<file path="src/rtl/sysid_reader.sv">
// sysid_reader: reads the ID and timestamp words over Avalon-MM and checks them against expected values.
// Optional SYSID_READER_TIMEOUT_EN adds a per-read cycle timeout that sets timeout_err.
module sysid_reader #(
   parameter logic [31:0] EXPECTED_ID    = 32'd0,
   parameter logic [31:0] EXPECTED_TS    = 32'h500D1B92,
   parameter int          TIMEOUT_CYCLES = 255
) (
   input  logic        clock,
   input  logic        reset,
   input  logic        start,
   output logic        avm_address,
   output logic        avm_read,
   input  logic        avm_waitrequest,
   input  logic        avm_readdatavalid,
   input  logic [31:0] avm_readdata,
   output logic        busy,
   output logic        done,
   output logic [31:0] id_value,
   output logic [31:0] ts_value,
   output logic        id_ok,
   output logic        ts_ok,
   output logic        timeout_err
);
   typedef enum logic [2:0] {IDLE, CMD_ID, RSP_ID, CMD_TS, RSP_TS, FIN} state_t;
   state_t r_state, w_next;
   logic w_cmd, w_rsp, w_accept, w_cap_id, w_cap_ts, w_to, w_go;
   logic [31:0] r_id_value, r_ts_value;
   logic r_id_ok, r_ts_ok;
   assign w_cmd    = (r_state == CMD_ID) || (r_state == CMD_TS);
   assign w_rsp    = (r_state == RSP_ID) || (r_state == RSP_TS);
   assign w_accept = w_cmd && !avm_waitrequest;
   assign w_go     = (r_state == IDLE) && start;
   // data may arrive in the accept cycle itself, so capture in CMD_* as well as RSP_*
   assign w_cap_id = !w_to && avm_readdatavalid && ((r_state == CMD_ID && w_accept) || r_state == RSP_ID);
   assign w_cap_ts = !w_to && avm_readdatavalid && ((r_state == CMD_TS && w_accept) || r_state == RSP_TS);
   always_comb begin
      w_next = r_state;
      case (r_state)
         IDLE:    w_next = start ? CMD_ID : IDLE;
         CMD_ID:  w_next = !w_accept ? CMD_ID : avm_readdatavalid ? CMD_TS : RSP_ID;
         RSP_ID:  w_next = avm_readdatavalid ? CMD_TS : RSP_ID;
         CMD_TS:  w_next = !w_accept ? CMD_TS : avm_readdatavalid ? FIN : RSP_TS;
         RSP_TS:  w_next = avm_readdatavalid ? FIN : RSP_TS;
         default: w_next = IDLE;
      endcase
      if (w_to) w_next = FIN;
   end
   always_ff @(posedge clock) begin
      if (reset) begin
         r_state    <= IDLE;
         r_id_value <= '0;
         r_ts_value <= '0;
         r_id_ok    <= 1'b0;
         r_ts_ok    <= 1'b0;
      end else begin
         r_state <= w_next;
         if (w_go) begin
            r_id_ok <= 1'b0;
            r_ts_ok <= 1'b0;
         end
         if (w_cap_id) begin
            r_id_value <= avm_readdata;
            r_id_ok    <= (avm_readdata == EXPECTED_ID);
         end
         if (w_cap_ts) begin
            r_ts_value <= avm_readdata;
            r_ts_ok    <= (avm_readdata == EXPECTED_TS);
         end
      end
   end
`ifdef SYSID_READER_TIMEOUT_EN
   logic [7:0] r_cnt;
   logic       r_timeout_err;
   assign w_to = (w_cmd || w_rsp) && (r_cnt >= 8'(TIMEOUT_CYCLES));
   always_ff @(posedge clock) begin
      if (reset) begin
         r_cnt         <= '0;
         r_timeout_err <= 1'b0;
      end else begin
         r_timeout_err <= w_go ? 1'b0 : (w_to ? 1'b1 : r_timeout_err);
         r_cnt         <= ((w_next == CMD_ID || w_next == CMD_TS) && w_next != r_state) ? 8'd0 :
                          (w_cmd || w_rsp) ? r_cnt + 8'd1 : r_cnt;
      end
   end
   assign timeout_err = r_timeout_err;
`else
   assign w_to        = 1'b0;
   assign timeout_err = 1'b0;
`endif
   assign avm_read    = w_cmd;
   assign avm_address = (r_state == CMD_TS) || (r_state == RSP_TS);
   assign busy        = (r_state != IDLE);
   assign done        = (r_state == FIN);
   assign id_value    = r_id_value;
   assign ts_value    = r_ts_value;
   assign id_ok       = r_id_ok;
   assign ts_ok       = r_ts_ok;
endmodule

</file>
<file path="config.mk">
export PLATFORM = sky130hd
export DESIGN_NAME = sysid_reader
export DESIGN_NICKNAME = d
export VERILOG_FILES = /design/src/rtl/sysid_reader.sv
export SDC_FILE = /design/constraint.sdc
export NUM_CORES = 1
export LEC_CHECK = 0
export CAP_MARGIN = 40
export CORE_ASPECT_RATIO = 0.5
export CORE_MARGIN = 1
export CORE_UTILIZATION = 40
export CTS_BUF_LIST = sky130_fd_sc_hd__clkbuf_2 sky130_fd_sc_hd__clkbuf_4 sky130_fd_sc_hd__clkbuf_8
export DETAILED_ROUTE_END_ITERATION = 12
export GPL_TIMING_DRIVEN = 0
export PLACE_DENSITY = 0.78
export SKIP_LAST_GASP = 1
export SLEW_MARGIN = 40
export SYNTH_ARGS = -nofsm -noshare
export SYNTH_HDL_FRONTEND = slang
export SYNTH_SLANG_ARGS = --single-unit
</file>
<file path="constraint.sdc">
create_clock -name clock -period 1.5 [get_ports clock]
set_input_delay 0.15 -clock clock [delete_from_list [all_inputs] [get_ports clock]]
set_output_delay 0.15 -clock clock [all_outputs]
set_load 0.005 [all_outputs]
</file>
==> flow_metrics.py <==
metrics = {
    "timing": {
        "rsz0062_at_grt": "true",
        "skew_ns": 0.00479,
        "relSlewSlack_pct": 64.1,
        "max_freq_ghz": 0.591,
        "tns_ns": -7.24,
        "fin_crit_sh_pct": 113,
        "tightest_slew_ns": 0.539,
        "setup_viol": 67,
        "slew_violations": 0,
        "post-route-min-period_ns": 1.69,
        "fin_ws_ns": -0.193,
        "finalHoldViolCount": 0,
    },
    "place": {
        "post-place-ws_ns": -0.627,
        "gp_congestion": 0.751,
        "numPortBuffers": 105,
        "place_hpwl_um": 5370,
    },
    "synthesis": {
        "synth_edf_count": 0,
        "synth_ff_type": "dfxtp_1",
        "syn_inst": 259,
        "synth_common_cells": "dfxtp_1, nor2_1, mux2i_1",
        "async_reset_ff_share_pct": 0,
        "yosysTopAreaCellShare_pct": 52.1,
        "ys_seq_area_share_pct": 52.1,
        "post-synth-top-count-cell": "dfxtp_1",
        "synth_top_cell_by_area": "dfxtp_1",
        "ys_types": 32,
        "yosys_register_bits": 69,
        "syn_area_sq_um": 2650,
        "syn-num-nets": 296,
        "netlist_top_cells_area": "dfxtp_1, mux2i_1, nor2_1",
        "yosysWarnings": 0,
        "synth.avg_cell_area_sq_um": 10.2,
    },
    "setup_path": {
        "crit_chain": "buf_6, buf_6, nor2b_4, o21ai_2, buf_6, buf_12, buf_16, mux2i_2, nor2_1",
        "cp_slowest_cell": "dfxtp_2",
        "cp-end-kind": "flop",
        "path_class": "flop to flop",
        "required_ns": 1.72,
        "worstPathMaxFanout": 7,
        "r2r_start": "r_state[1]",
        "cp_data_arrival_time_ns": 1.91,
        "r2r-end": "id_value[12]",
        "ff2ff_setup_slack_ns": -0.19,
        "slowest_delay_ns": 0.33,
        "startpoint_type": "flop",
        "crit_path_frequent_cell": "buf_6",
        "reg2regPathDepth": 9,
    },
    "clock_network": {
        "cts.clk_slew.worst_paths_ns": 0.08,
        "cts_buffers": 9,
        "clk_path_buf_depth": 2,
        "cts_tree": "built",
        "h-tree-depth": 3,
        "worstSkewPairLatency_ns": 0.34,
        "cts_sinks": 69,
        "cts_root_buf": "clkbuf_8",
    },
    "min_path": {
        "min_path_type": "input pin to flop",
        "hold_depth": 3,
        "hold_end": "ts_value[13]",
        "min-delay-start": "avm_readdata[13]",
    },
    "die": {
        "die_x_um": 117,
        "initial_core_util_pct": 42.6,
        "fp.coreArea_sq_um": 6230,
        "die_area_sq_um": 6980,
        "std_cell_rows": 20,
        "io_pins": 108,
        "die_y_um": 59.6,
    },
    "global_routing": {
        "first_global_vias": 2539,
        "antenna_found_initial": 0,
        "grt_usage_pct": 25.1,
        "grt_max_degree": 13,
        "overflow": 0,
        "grt_pass1_wl_um": 12900,
    },
    "detailed_routing": {
        "avgRoutedWirePerCell_um": 17.7,
        "drtAntennaViolNets": 0,
        "drt_iter0_drc": 125,
        "drt-pass1-iter-count": 4,
        "vias_per_cell": 5.09,
        "drc": 0,
        "num_vias": 2513,
        "wirelength_um": 8720,
    },
    "power": {
        "total_power_uw": 4160,
        "p_leak_uw": 0.00211,
        "irDropWorstVdd_mv": 0.486,
        "powerDensity_nw_per_um2": 913,
    },
    "final_layout": {
        "drive_gt1_share_pct": 20.4,
        "diodes": 0,
        "final_nets": 439,
        "area_delta_synth_final_pct": 71.9,
    },
    "outcome": {
        "status": "finished with violations",
        "failed_checks": "negative setup slack",
    },
    "run": {
        "cap_viol_max_count": 0,
    },
}
placed cells by master (no fill, tap or decap), types with 4 or more instances in the layout:
cell type,synthesis,routed
buf_4,8,11
clkdlybuf4s50_1,0,97
dlygate4sd2_1,0,4
nor2_1,67,67
buf_12,0,7
clkbuf_8,0,11
clkbuf_1,8,8
mux2i_2,0,7
nand4_1,4,4
mux2i_1,64,56
dfxtp_1,69,66
buf_6,0,13
nor4_1,6,4
repair_timing:
action,CTS,global route
setup buffers,22,4
cloned,3,1
pin swaps,5,9
endpoints found under the setup margin,63,70
hold buffers,0,0
gates resized for setup,52,33
stage by stage:
stage | util, % | std cells | cell area, sq um | hold slack, ns
2_1_floorplan | - | 259 | 2670 | 0.290
4_1_cts | 71.4 | 492 | 4450 | 0.216
3_3_place_gp | 61.5 | 452 | 3830 | 0.448
6_report | 73.2 | 494 | 4560 | 0.250
3_5_place_dp | 61.5 | 452 | 3830 | 0.467
5_1_grt | 73.2 | 494 | 4560 | 0.252
final cells by class:
| type | instances | area (sq um) |
|---|---|---|
| well taps | 88 | 110 |
| flip-flops and latches | 69 | 1390 |
| clock buffers | 10 | 138 |
| fillers | 419 | 1670 |
| plain buffers | 16 | 149 |
| inverters | 1 | 3.75 |
| repair buffers | 134 | 1410 |
| clock inverters | 5 | 61.3 |
| multi-input cells | 171 | 1300 |
registers in the layout (all words and copies together) (netlist names):
| signal | flops |
|---|---|
| ts_value | 32 |
| ts_ok | 1 |
| r_state | 3 |
| id_value | 32 |
| id_ok | 1 |
critical path: cells and delay by family, from the launching register on:
family                 cells  cell delay [ns]
AOI/OAI and AO/OA          1             0.15
muxes                      1             0.22
and+or+nand+nor            2             0.20
DFF                        1             0.33
buffers and inverters      5             0.66
cell families (layout without fill, tap and decap cells):
kind of cell / after synthesis / after routing / synth area share, %
buffers and inverters: 19 / 166 / 3.91
DFF: 69 / 69 / 52.1
other: 1 / 1 / 0.141
AOI/OAI and AO/OA: 10 / 10 / 2.55
muxes: 64 / 64 / 24.2
and+or+nand+nor: 96 / 96 / 17.2
power breakdown:
part	switching (uW)	internal (uW)	leakage (uW)	total (uW)
clock	737	807	0.0000906	1540
sequential	38.7	1890	0.000560	1920
combinational	287	407	0.00146	693
worst max path at each step:
| stage | startpoint | slack (ns) | cells past startpoint | endpoint |
|---|---|---|---|---|
| floorplan | r_state[0] | 0.002 | 7 | id_value[11] |
| global placement | avm_readdata[15] | -0.57 | 5 | id_ok |
| detailed placement | avm_readdata[15] | -0.63 | 5 | id_ok |
| CTS | r_state[1] | -0.14 | 7 | ts_value[8] |
| global route | r_state[1] | -0.23 | 9 | id_value[12] |
| finish | r_state[1] | -0.19 | 9 | id_value[12] |
per-layer routing:
layer	vias up	share of wire [%]	track usage (%)
met5	-	0	0
met4	0	1.5	8.50
met2	87	51	45.4
met3	19	4.6	6.34
li1	1168	-	-
met1	1239	43	29.3
Note: power is estimated with default switching activity, not from simulation.
